**src/rtl/exe_issue_sched.sv**
```systemverilog
// exe_issue_sched: collapsing, age-ordered issue queue feeding one ALU and one
// BRU execute port. Slot 0 holds the oldest micro-op; valid entries are always
// packed from slot 0 upward, so "oldest ready" is simply the lowest ready index.
// Optional feature macro: EXE_WAKEUP_BYPASS_EN -- when defined, a same-cycle
// result broadcast also counts as ready for select on stored entries.

package uopc;
  typedef enum logic [4:0] {
    UOP_LUI, UOP_AUIPC, UOP_JAL, UOP_JALR,
    UOP_BEQ, UOP_BNE, UOP_BLT, UOP_BGE, UOP_BLTU, UOP_BGEU,
    UOP_ADDI, UOP_SLTI, UOP_SLTIU, UOP_XORI, UOP_ORI, UOP_ANDI,
    UOP_SLLI, UOP_SRLI, UOP_SRAI,
    UOP_ADD, UOP_SUB, UOP_SLL, UOP_SLT, UOP_SLTU, UOP_XOR,
    UOP_SRL, UOP_SRA, UOP_OR, UOP_AND
  } micro_opcode_t;
endpackage

package immt;
  typedef enum logic [2:0] {IMM_I, IMM_S, IMM_B, IMM_U, IMM_J} imm_type_t;
endpackage

module exe_issue_sched #(
  parameter int DEPTH = 8,
  parameter int TAG_W = 6,
  parameter int ROB_W = 5
) (
  input  logic                      clk,
  input  logic                      rst,
  input  logic                      flush,
  input  logic                      disp_valid,
  output logic                      disp_ready,
  input  uopc::micro_opcode_t       disp_uopcode,
  input  logic [19:0]               disp_imm,
  input  immt::imm_type_t           disp_imm_type,
  input  logic [TAG_W-1:0]          disp_rs1,
  input  logic [TAG_W-1:0]          disp_rs2,
  input  logic                      disp_rs1_rdy,
  input  logic                      disp_rs2_rdy,
  input  logic [TAG_W-1:0]          disp_rd,
  input  logic [ROB_W-1:0]          disp_rob,
  input  logic                      wk_valid,
  input  logic [TAG_W-1:0]          wk_tag,
  output logic                      alu_valid,
  input  logic                      alu_ready,
  output uopc::micro_opcode_t       alu_uopcode,
  output logic [19:0]               alu_imm,
  output immt::imm_type_t           alu_imm_type,
  output logic [TAG_W-1:0]          alu_rs1,
  output logic [TAG_W-1:0]          alu_rs2,
  output logic [TAG_W-1:0]          alu_rd,
  output logic [ROB_W-1:0]          alu_rob,
  output logic                      bru_valid,
  input  logic                      bru_ready,
  output uopc::micro_opcode_t       bru_uopcode,
  output logic [19:0]               bru_imm,
  output immt::imm_type_t           bru_imm_type,
  output logic [TAG_W-1:0]          bru_rs1,
  output logic [TAG_W-1:0]          bru_rs2,
  output logic [TAG_W-1:0]          bru_rd,
  output logic [ROB_W-1:0]          bru_rob,
  output logic [$clog2(DEPTH):0]    occupancy
);

  localparam int IDX_W = $clog2(DEPTH);
  localparam int OCC_W = IDX_W + 1;
  localparam logic [OCC_W-1:0] FULL = OCC_W'(DEPTH);

  typedef struct packed {
    uopc::micro_opcode_t uopcode;
    logic [19:0]         imm;
    immt::imm_type_t     imm_type;
    logic [TAG_W-1:0]    rs1;
    logic [TAG_W-1:0]    rs2;
    logic [TAG_W-1:0]    rd;
    logic [ROB_W-1:0]    rob;
  } uop_t;

  function automatic logic is_bru(uopc::micro_opcode_t op);
    case (op)
      uopc::UOP_AUIPC, uopc::UOP_JAL, uopc::UOP_JALR,
      uopc::UOP_BEQ, uopc::UOP_BNE, uopc::UOP_BLT,
      uopc::UOP_BGE, uopc::UOP_BLTU, uopc::UOP_BGEU: is_bru = 1'b1;
      default:                                       is_bru = 1'b0;
    endcase
  endfunction

  uop_t             q  [DEPTH];
  uop_t             nq [DEPTH];
  logic [DEPTH-1:0] r1, r2, nr1, nr2;
  logic [DEPTH-1:0] vld, bru_c, wk1, wk2, rdy;
  logic [OCC_W-1:0] occ_q, occ_d, fire_cnt, survivors;
  logic [IDX_W-1:0] alu_idx, bru_idx;
  logic             alu_hit, bru_hit, fire_alu, fire_bru, accept;
  logic             disp_r1, disp_r2;
  uop_t             disp_uop, alu_uop, bru_uop;

  // Per-entry status: validity, port class, broadcast match and select-readiness.
  always_comb begin
    vld   = '0;
    bru_c = '0;
    wk1   = '0;
    wk2   = '0;
    rdy   = '0;
    for (int i = 0; i < DEPTH; i++) begin
      vld[i]   = OCC_W'(i) < occ_q;
      bru_c[i] = is_bru(q[i].uopcode);
      wk1[i]   = wk_valid && (q[i].rs1 == wk_tag);
      wk2[i]   = wk_valid && (q[i].rs2 == wk_tag);
`ifdef EXE_WAKEUP_BYPASS_EN
      rdy[i]   = vld[i] && (r1[i] || wk1[i]) && (r2[i] || wk2[i]);
`else
      rdy[i]   = vld[i] && r1[i] && r2[i];
`endif
    end
  end

  // Oldest-ready select per port and the issue handshakes.
  always_comb begin
    alu_hit = 1'b0;
    bru_hit = 1'b0;
    alu_idx = '0;
    bru_idx = '0;
    for (int i = 0; i < DEPTH; i++) begin
      if (rdy[i]) begin
        if (bru_c[i]) begin
          if (!bru_hit) begin
            bru_hit = 1'b1;
            bru_idx = IDX_W'(i);
          end
        end else if (!alu_hit) begin
          alu_hit = 1'b1;
          alu_idx = IDX_W'(i);
        end
      end
    end
    alu_uop    = q[alu_idx];
    bru_uop    = q[bru_idx];
    alu_valid  = rst && !flush && alu_hit;
    bru_valid  = rst && !flush && bru_hit;
    fire_alu   = alu_valid && alu_ready;
    fire_bru   = bru_valid && bru_ready;
    disp_ready = rst && !flush && (occ_q < FULL);
    accept     = disp_valid && disp_ready;
  end

  // Collapse out fired entries, apply wakeup to survivors, append the new uop.
  always_comb begin
    int lo;
    int hi;
    int ai;
    int bi;
    ai        = int'(alu_idx);
    bi        = int'(bru_idx);
    lo        = DEPTH + 2;
    hi        = DEPTH + 2;
    if (fire_alu && fire_bru) begin
      lo = (ai < bi) ? ai : bi;
      hi = (ai < bi) ? bi : ai;
    end else if (fire_alu) begin
      lo = ai;
    end else if (fire_bru) begin
      lo = bi;
    end
    fire_cnt  = OCC_W'(fire_alu) + OCC_W'(fire_bru);
    survivors = occ_q - fire_cnt;
    occ_d     = survivors + OCC_W'(accept);

    disp_uop.uopcode  = disp_uopcode;
    disp_uop.imm      = disp_imm;
    disp_uop.imm_type = disp_imm_type;
    disp_uop.rs1      = disp_rs1;
    disp_uop.rs2      = disp_rs2;
    disp_uop.rd       = disp_rd;
    disp_uop.rob      = disp_rob;
    // Tag 0 is the hardwired-zero register and never waits on a producer.
    disp_r1 = disp_rs1_rdy || (disp_rs1 == '0) || (wk_valid && disp_rs1 == wk_tag);
    disp_r2 = disp_rs2_rdy || (disp_rs2 == '0) || (wk_valid && disp_rs2 == wk_tag);

    nr1 = '0;
    nr2 = '0;
    for (int j = 0; j < DEPTH; j++) begin
      int               src;
      logic [IDX_W-1:0] si;
      // j-th survivor skips over the (at most two) removed slots lo < hi.
      src    = (j < lo) ? j : ((j + 1 < hi) ? j + 1 : j + 2);
      si     = IDX_W'(src);
      nq[j]  = q[si];
      nr1[j] = r1[si] || wk1[si];
      nr2[j] = r2[si] || wk2[si];
      if (accept && (OCC_W'(j) == survivors)) begin
        nq[j]  = disp_uop;
        nr1[j] = disp_r1;
        nr2[j] = disp_r2;
      end
    end
  end

  // Occupancy and ready bits; reset and flush both empty the queue.
  always_ff @(posedge clk) begin
    if (!rst || flush) begin
      occ_q <= '0;
      r1    <= '0;
      r2    <= '0;
    end else begin
      occ_q <= occ_d;
      r1    <= nr1;
      r2    <= nr2;
    end
  end

  // Payload storage; contents beyond occupancy are don't-care.
  always_ff @(posedge clk) begin
    if (rst && !flush) begin
      for (int j = 0; j < DEPTH; j++) q[j] <= nq[j];
    end
  end

  assign occupancy    = occ_q;
  assign alu_uopcode  = alu_uop.uopcode;
  assign alu_imm      = alu_uop.imm;
  assign alu_imm_type = alu_uop.imm_type;
  assign alu_rs1      = alu_uop.rs1;
  assign alu_rs2      = alu_uop.rs2;
  assign alu_rd       = alu_uop.rd;
  assign alu_rob      = alu_uop.rob;
  assign bru_uopcode  = bru_uop.uopcode;
  assign bru_imm      = bru_uop.imm;
  assign bru_imm_type = bru_uop.imm_type;
  assign bru_rs1      = bru_uop.rs1;
  assign bru_rs2      = bru_uop.rs2;
  assign bru_rd       = bru_uop.rd;
  assign bru_rob      = bru_uop.rob;

  // Fires can never exceed the number of stored entries.
  a_no_underflow: assert property (@(posedge clk) disable iff (!rst) (fire_cnt <= occ_q));

endmodule

```
**config.mk**
```make
export PLATFORM = sky130hd
export DESIGN_NAME = exe_issue_sched
export DESIGN_NICKNAME = d
export VERILOG_FILES = /design/src/rtl/exe_issue_sched.sv
export SDC_FILE = /design/constraint.sdc
export NUM_CORES = 2
export LEC_CHECK = 0
export BUFFER_PORTS_ARGS = -buffer_cell sky130_fd_sc_hd__buf_2
export CAP_MARGIN = 20
export CORE_ASPECT_RATIO = 2
export CORE_MARGIN = 1
export CORE_UTILIZATION = 35
export CTS_CLUSTER_SIZE = 8
export DETAILED_ROUTE_END_ITERATION = 8
export GPL_TIMING_DRIVEN = 0
export PLACE_DENSITY = 0.55
export SETUP_SLACK_MARGIN = 0.2
export SLEW_MARGIN = 20
export SYNTH_ARGS = -nofsm -noshare
export SYNTH_HDL_FRONTEND = slang
export SYNTH_SLANG_ARGS = --single-unit
export TNS_END_PERCENT = 30
```
**constraint.sdc**
```tcl
create_clock -name clk -period 6.4 [get_ports clk]
set_input_delay 0 -clock clk [delete_from_list [all_inputs] [get_ports clk]]
set_output_delay 0 -clock clk [all_outputs]
set_load 0.01 [all_outputs]
```
# Word-level counts from Yosys, hierarchy flattened
# Memory sizes are Yosys's and may differ from the RTL's.
# Index checks and enable logic that the tools add are counted.
# W data, S select, Z words.
# totals
reg_bits	20
latch_bits	0
ram_bits	408
rom_bits	128
in_bits	66
word_cells	344
memories	9
# mem_list
memory	words	width	rd	rd_clocked_by_memory_dff	write_ports	line	rtl
q	8	51	18	0	8	87	uop_t q [DEPTH];
(no name shown)	16	1	1	0	0	79	case (op)
(no name shown)	16	1	1	0	0	79	
(no name shown)	16	1	1	0	0	79	
(no name shown)	16	1	1	0	0	79	
(no name shown)	16	1	1	0	0	79	
+3 memories	-	-	-	-	-	-	
# op_classes
n_addsub	3
mul	0
n_div	0
n_lt_le_gt_ge	34
n_eq_ne	25
shifts	0
n_mux	194
bitwise_logic	0
n_reduce_logical	76
# ops
operator	n
$mux W51	8
$lt A4 B32 Y1 const A	8
$mux W3	44
$lt A3 B32 Y1 const A	4
$eq A6 B6 Y1	18
$mux W1	100
$bmux W1 S3	32
$lt A2 B32 Y1 const A	2
$logic_and A1 B1 Y1	50
$lt A1 B32 Y1 const A	1
$lt A5 B32 Y1 const A	1
$lt A3 B4 Y1 const B	6
$logic_or A1 B1 Y1	21
$eq A3 B4 Y1 const A	4
$lt A3 B4 Y1 const A	4
$mux W4	4
$logic_not A6 Y1	2
$mux W2	6
$eq A2 B4 Y1 const A	2
$lt A1 B4 Y1 const A	2
$lt A2 B4 Y1 const A	2
$lt A2 B4 Y1 const B	2
$add A4 B1 Y4	1
$eq A1 B4 Y1 const A	1
other kinds (6)	7

# Longest topological paths before layout
# An unclocked memory read counts as a cell.
# depth
word_depth	36
depth_mapped	21
mapped_depth_nobuf	17

# Least setup slack after synthesis
# No wires, ideal clock.
# synth_timing
path_kind	reg2reg
from	reg occupancy[1] (netlist name)
to	mem q[7][0] (netlist bit) (enable)
setup_ns	0.476
arrival_ns	6.495
required_ns	5.924
path_slack_ns	-0.572
path_stages_with_launch	18
path_buffers	2
period_less_slack_ns	6.972
path_cell_list	dfxtp_1 > buf_6 > or4_4 > and2_1 > a22oi_2 > nand2_1 > o211a_1 > inv_1 > fa_1 > ha_1 > nor2_1 > ha_1 > xor2_1 > nand2_1 > nor2_1 > clkbuf_1 > inv_1 > a21oi_1
# synth_rtl
item	line
end: declaration	87

==> results.txt <==
The flow ran to the end, but the final reports show violations. The checks that failed: design-rule violations, negative setup slack. Setup violations remaining at the end of the flow were counted as 14.

Clock-pin slew was measured on the worst setup and hold paths at 0.06 ns. On the final layout, the worst clock skew is 0.0221 ns. Number of synthesized flops with an enable pin: 408. Fraction of layout instances using a drive strength above 1: 0.103.

In the routed design, unresolved DRC markers number 2. The logs give 4250 for the number of nets in the layout and -0.0996 ns for the least setup slack across all paths after layout. Based on the critical path, the design can be clocked at up to 154 MHz. The tools report the final number of hold-violating endpoints as 0. The final layout contains routed wiring with a total length of 205000 um. Synthesis produced a netlist with a net count of 3975.

The type of element capturing the critical path is a flop. For the pin with the worst max-slew slack, the measured transition is 1.33 ns. In this run the worst setup path begins at occupancy[3]$_SDFF_PN0_. Row generation in the floorplan step produced 158 rows. In this run the remaining antenna-violating nets after routing total 0.

The run gives 6 as the initial antenna violation count. Setup slack on the worst reg-to-reg path comes out at -0.1 ns. The sequential area share after synthesis came out at 0.385. Along the worst path, the maximum fanout reaches 14. Excluding fillers, the count of instances in the completed layout stands at 5427. The tools report the total via count in the routed design as 37800.

Dividing total power by cell area gives a power density of 169 nW/um^2. The logs give 428 for the clock sink count and 27 for the largest net degree at the start of global routing. The tools report the termination of the worst setup path as q[0][43]$_DFFE_PP_. The die is 435 um tall. From left edge to right edge, the die measures 219 um. The later-pin clock latency in the skew report was 0.70 ns; the number of global-route vias before repair was 36500. Across the run, the number of max-cap violations was 0. Before antenna repair, the detailed router went through 9 iterations. The number of library cell types mapped by synthesis was 72. The run gives 59 as the number of buffers added by the clock tree synthesis step.

The run gives 3896 as the count of mapped cells out of synthesis. The mapped netlist covers 32900 sq um. TritonCTS built the clock tree. The share of flip-flops with an asynchronous set or reset came out at 0. The synthesized-area fraction occupied by adder cells is 0.00518.

The first routing iteration left 5199 violations. The synthesis-to-layout area growth was 17.2%; the share of synthesized area spent on multiplexers was 0.0983. Maximum level of the CTS H-tree: 2.

The total placed cells including tap cells is 5241. STA puts the critical path data arrival time at 6.89 ns. Clock root buffer master: clkbuf_16. Subtracting the final worst setup slack from the clock period gives 6.50 ns.

The synthesis-stage register bit count works out to 428. Setup repair after global routing could not meet its margin everywhere. For the initial standard-cell utilization of the core, the log shows 0.354. The leading register cell type out of synthesis was edfxtp_1.

The wire length of the first global-routing pass was 282000 um; the static leakage was 0.0128 uW. The via density per instance is 6.96, and the part of the cycle the worst path needs is 1.02. The max-slew violation count came out at 0. Half-perimeter wire length after detailed placement: 145000 um. By area, the combinational part of the netlist is dominated by compound AO/OA/AOI/OAI gates.

The startpoint identified for the worst register-to-register timing path is occupancy[3]$_SDFF_PN0_. After synthesis, the mean cell area works out to 8.44 sq um. STA classifies the critical path startpoint as a flop.

175 I/O pins were placed. Number of buffers on the longest clock path: 3. The logs give 92900 sq um for the core area and 0 for the number of warnings reported in the yosys synthesis log.

The worst setup path is of the reg -> reg kind. Endpoint of the lowest-slack register-to-register path: q[0][43]$_DFFE_PP_. The path class of the tightest hold or removal check is in -> reg. The total track usage was 0.422; the final routed wire length divided by cell count was 37.8 um.

The die covers 95200 sq um. Global routing finished with a remaining overflow of 0. The complex-gate fraction of the synthesized area was 0.235; the number of I/O port buffers was 116.

Measured in cells, the most critical reg-to-reg path has a length of 19. STA puts the critical path data required time at 6.79 ns. The logs give 6500 uW for the overall power of the completed layout and 0.115 for the headroom to the max-slew limit. Simple-gate share of the synthesized area: 0.190. The worst-case IR drop observed on VDD is 0.199 mV.

For the global placement routability congestion, the log shows 1.02. The xor/xnor share of the synthesized area was 0.0298.
worst min path at each step:
stage | slack (ns) | from | depth (start not counted) | endpoint
after global routing | 0.1 | disp_rs2[0] | 3 | q[2][11]$_DFFE_PP_
after CTS | 0.008 | disp_rs2[0] | 3 | q[7][11]$_DFFE_PP_
after detailed placement | 0.36 | disp_imm[16] | 3 | q[7][42]$_DFFE_PP_
after global placement | 0.36 | disp_imm[15] | 3 | q[6][41]$_DFFE_PP_
after floorplan | 0.16 | rst | 2 | disp_ready
final | 0.03 | disp_rs2[0] | 3 | q[6][11]$_DFFE_PP_
cells in the final DEF, fill, tap and decap left out, drive strengths merged, types with 63 or more instances in the layout:
cell and count:
nand2 693, clkbuf 443, edfxtp 408, nor2 359, mux2i 315, a21oi 275
buf 261, nand3 209, o221ai 204, o21ai 170, a31oi 160, a221o 103
nor3 69, xor2 63
routing by layer:
metal | GRT usage | part of all wire
met5 | 0 | 0.00031
met4 | 0.396 | 0.12
met3 | 0.110 | 0.10
met2 | 0.675 | 0.46
met1 | 0.445 | 0.32
where the power goes:
part | internal [uW] | leakage [uW] | total, uW | switching [uW]
Combinational | 88.8 | 0.00919 | 266 | 177
Sequential | 3030 | 0.00278 | 3040 | 8.26
Clock | 1750 | 0.000811 | 3200 | 1450
cells in the mapped netlist, types with 56 or more instances:
library cell	instances	area (sq um)
o31ai_1	56	420
o221ai_1	204	1790
edfxtp_1	408	12300
nand3_1	209	1050
a31oi_1	160	1000
nor3_1	69	345
nor2_1	359	1350
nand2_1	693	2600
xor2_1	63	552
mux2i_1	315	3150
a221o_1	103	1030
a21oi_1	275	1380
o21ai_0	169	846
buf_1	59	221
clkbuf_1	320	1200
and3_1	58	363
through the flow:
step	instance area [sq um]	setup TNS [ns]	setup slack, ns	hold slack, ns	utilization
2_1_floorplan	32900	-49.49	-0.322	0.155	-
4_1_cts	38400	0	0.0546	0.00806	0.413
5_1_grt	38500	-0.976	-0.0773	0.0976	0.415
6_report	38500	-1.30	-0.0996	0.0304	0.415
3_5_place_dp	35800	-854.00	-2.07	0.363	0.385
3_3_place_gp	35000	-2623.93	-6.73	0.358	0.376
worst max-delay path, stage by stage, from the launching register on:
cell and delay, ns:
dfxtp_1 0.45, buf_2 0.30, o211a_1 0.32, or4b_1 0.48, a21boi_2 0.22, nand2_1 0.19
o211a_1 0.25, inv_1 0.12, fa_1 0.54, inv_1 0.06, ha_1 0.19, nor4_1 0.34
xnor2_1 0.24, and3_1 0.25, nand2_1 0.40, clkbuf_1 0.54, a21oi_4 0.66, buf_16 0.24
buf_16 0.18, buf_16 0.18
what timing repair did:
| item | CTS | global route |
|---|---|---|
| pin swaps | 3 | 2 |
| hold endpoints to repair | 361 | 0 |
| hold buffers | 55 | 0 |
| cloned | 1 | 0 |
| gates resized for setup | 85 | 98 |
| setup buffers | 9 | 3 |
| setup endpoints to repair | 829 | 712 |
logic make-up after synthesis:
family / after synthesis
DFF: 428
muxes: 320
and+or+nand+nor: 1468
AOI/OAI and AO/OA: 1093
adders and majority gates: 13
buffers and inverters: 462
xor gates and xnor gates: 112
cell type report:
| class | instances | area [sq um] |
|---|---|---|
| repair buffers | 215 | 1960 |
| fillers | 9509 | 54400 |
| flip-flops and latches | 428 | 12700 |
| diodes | 6 | 15.0 |
| clock inverters | 3 | 30.0 |
| clock buffers | 108 | 1680 |
| multi-input cells | 3007 | 18600 |
| well taps | 1200 | 1500 |
| inverters | 16 | 60.1 |
| plain buffers | 444 | 2030 |
flip-flops by register name (all words and copies together) (netlist names):
signal     flops
q            408
r1             8
r2             8
occupancy      4
(Power assumes the default switching activity.)
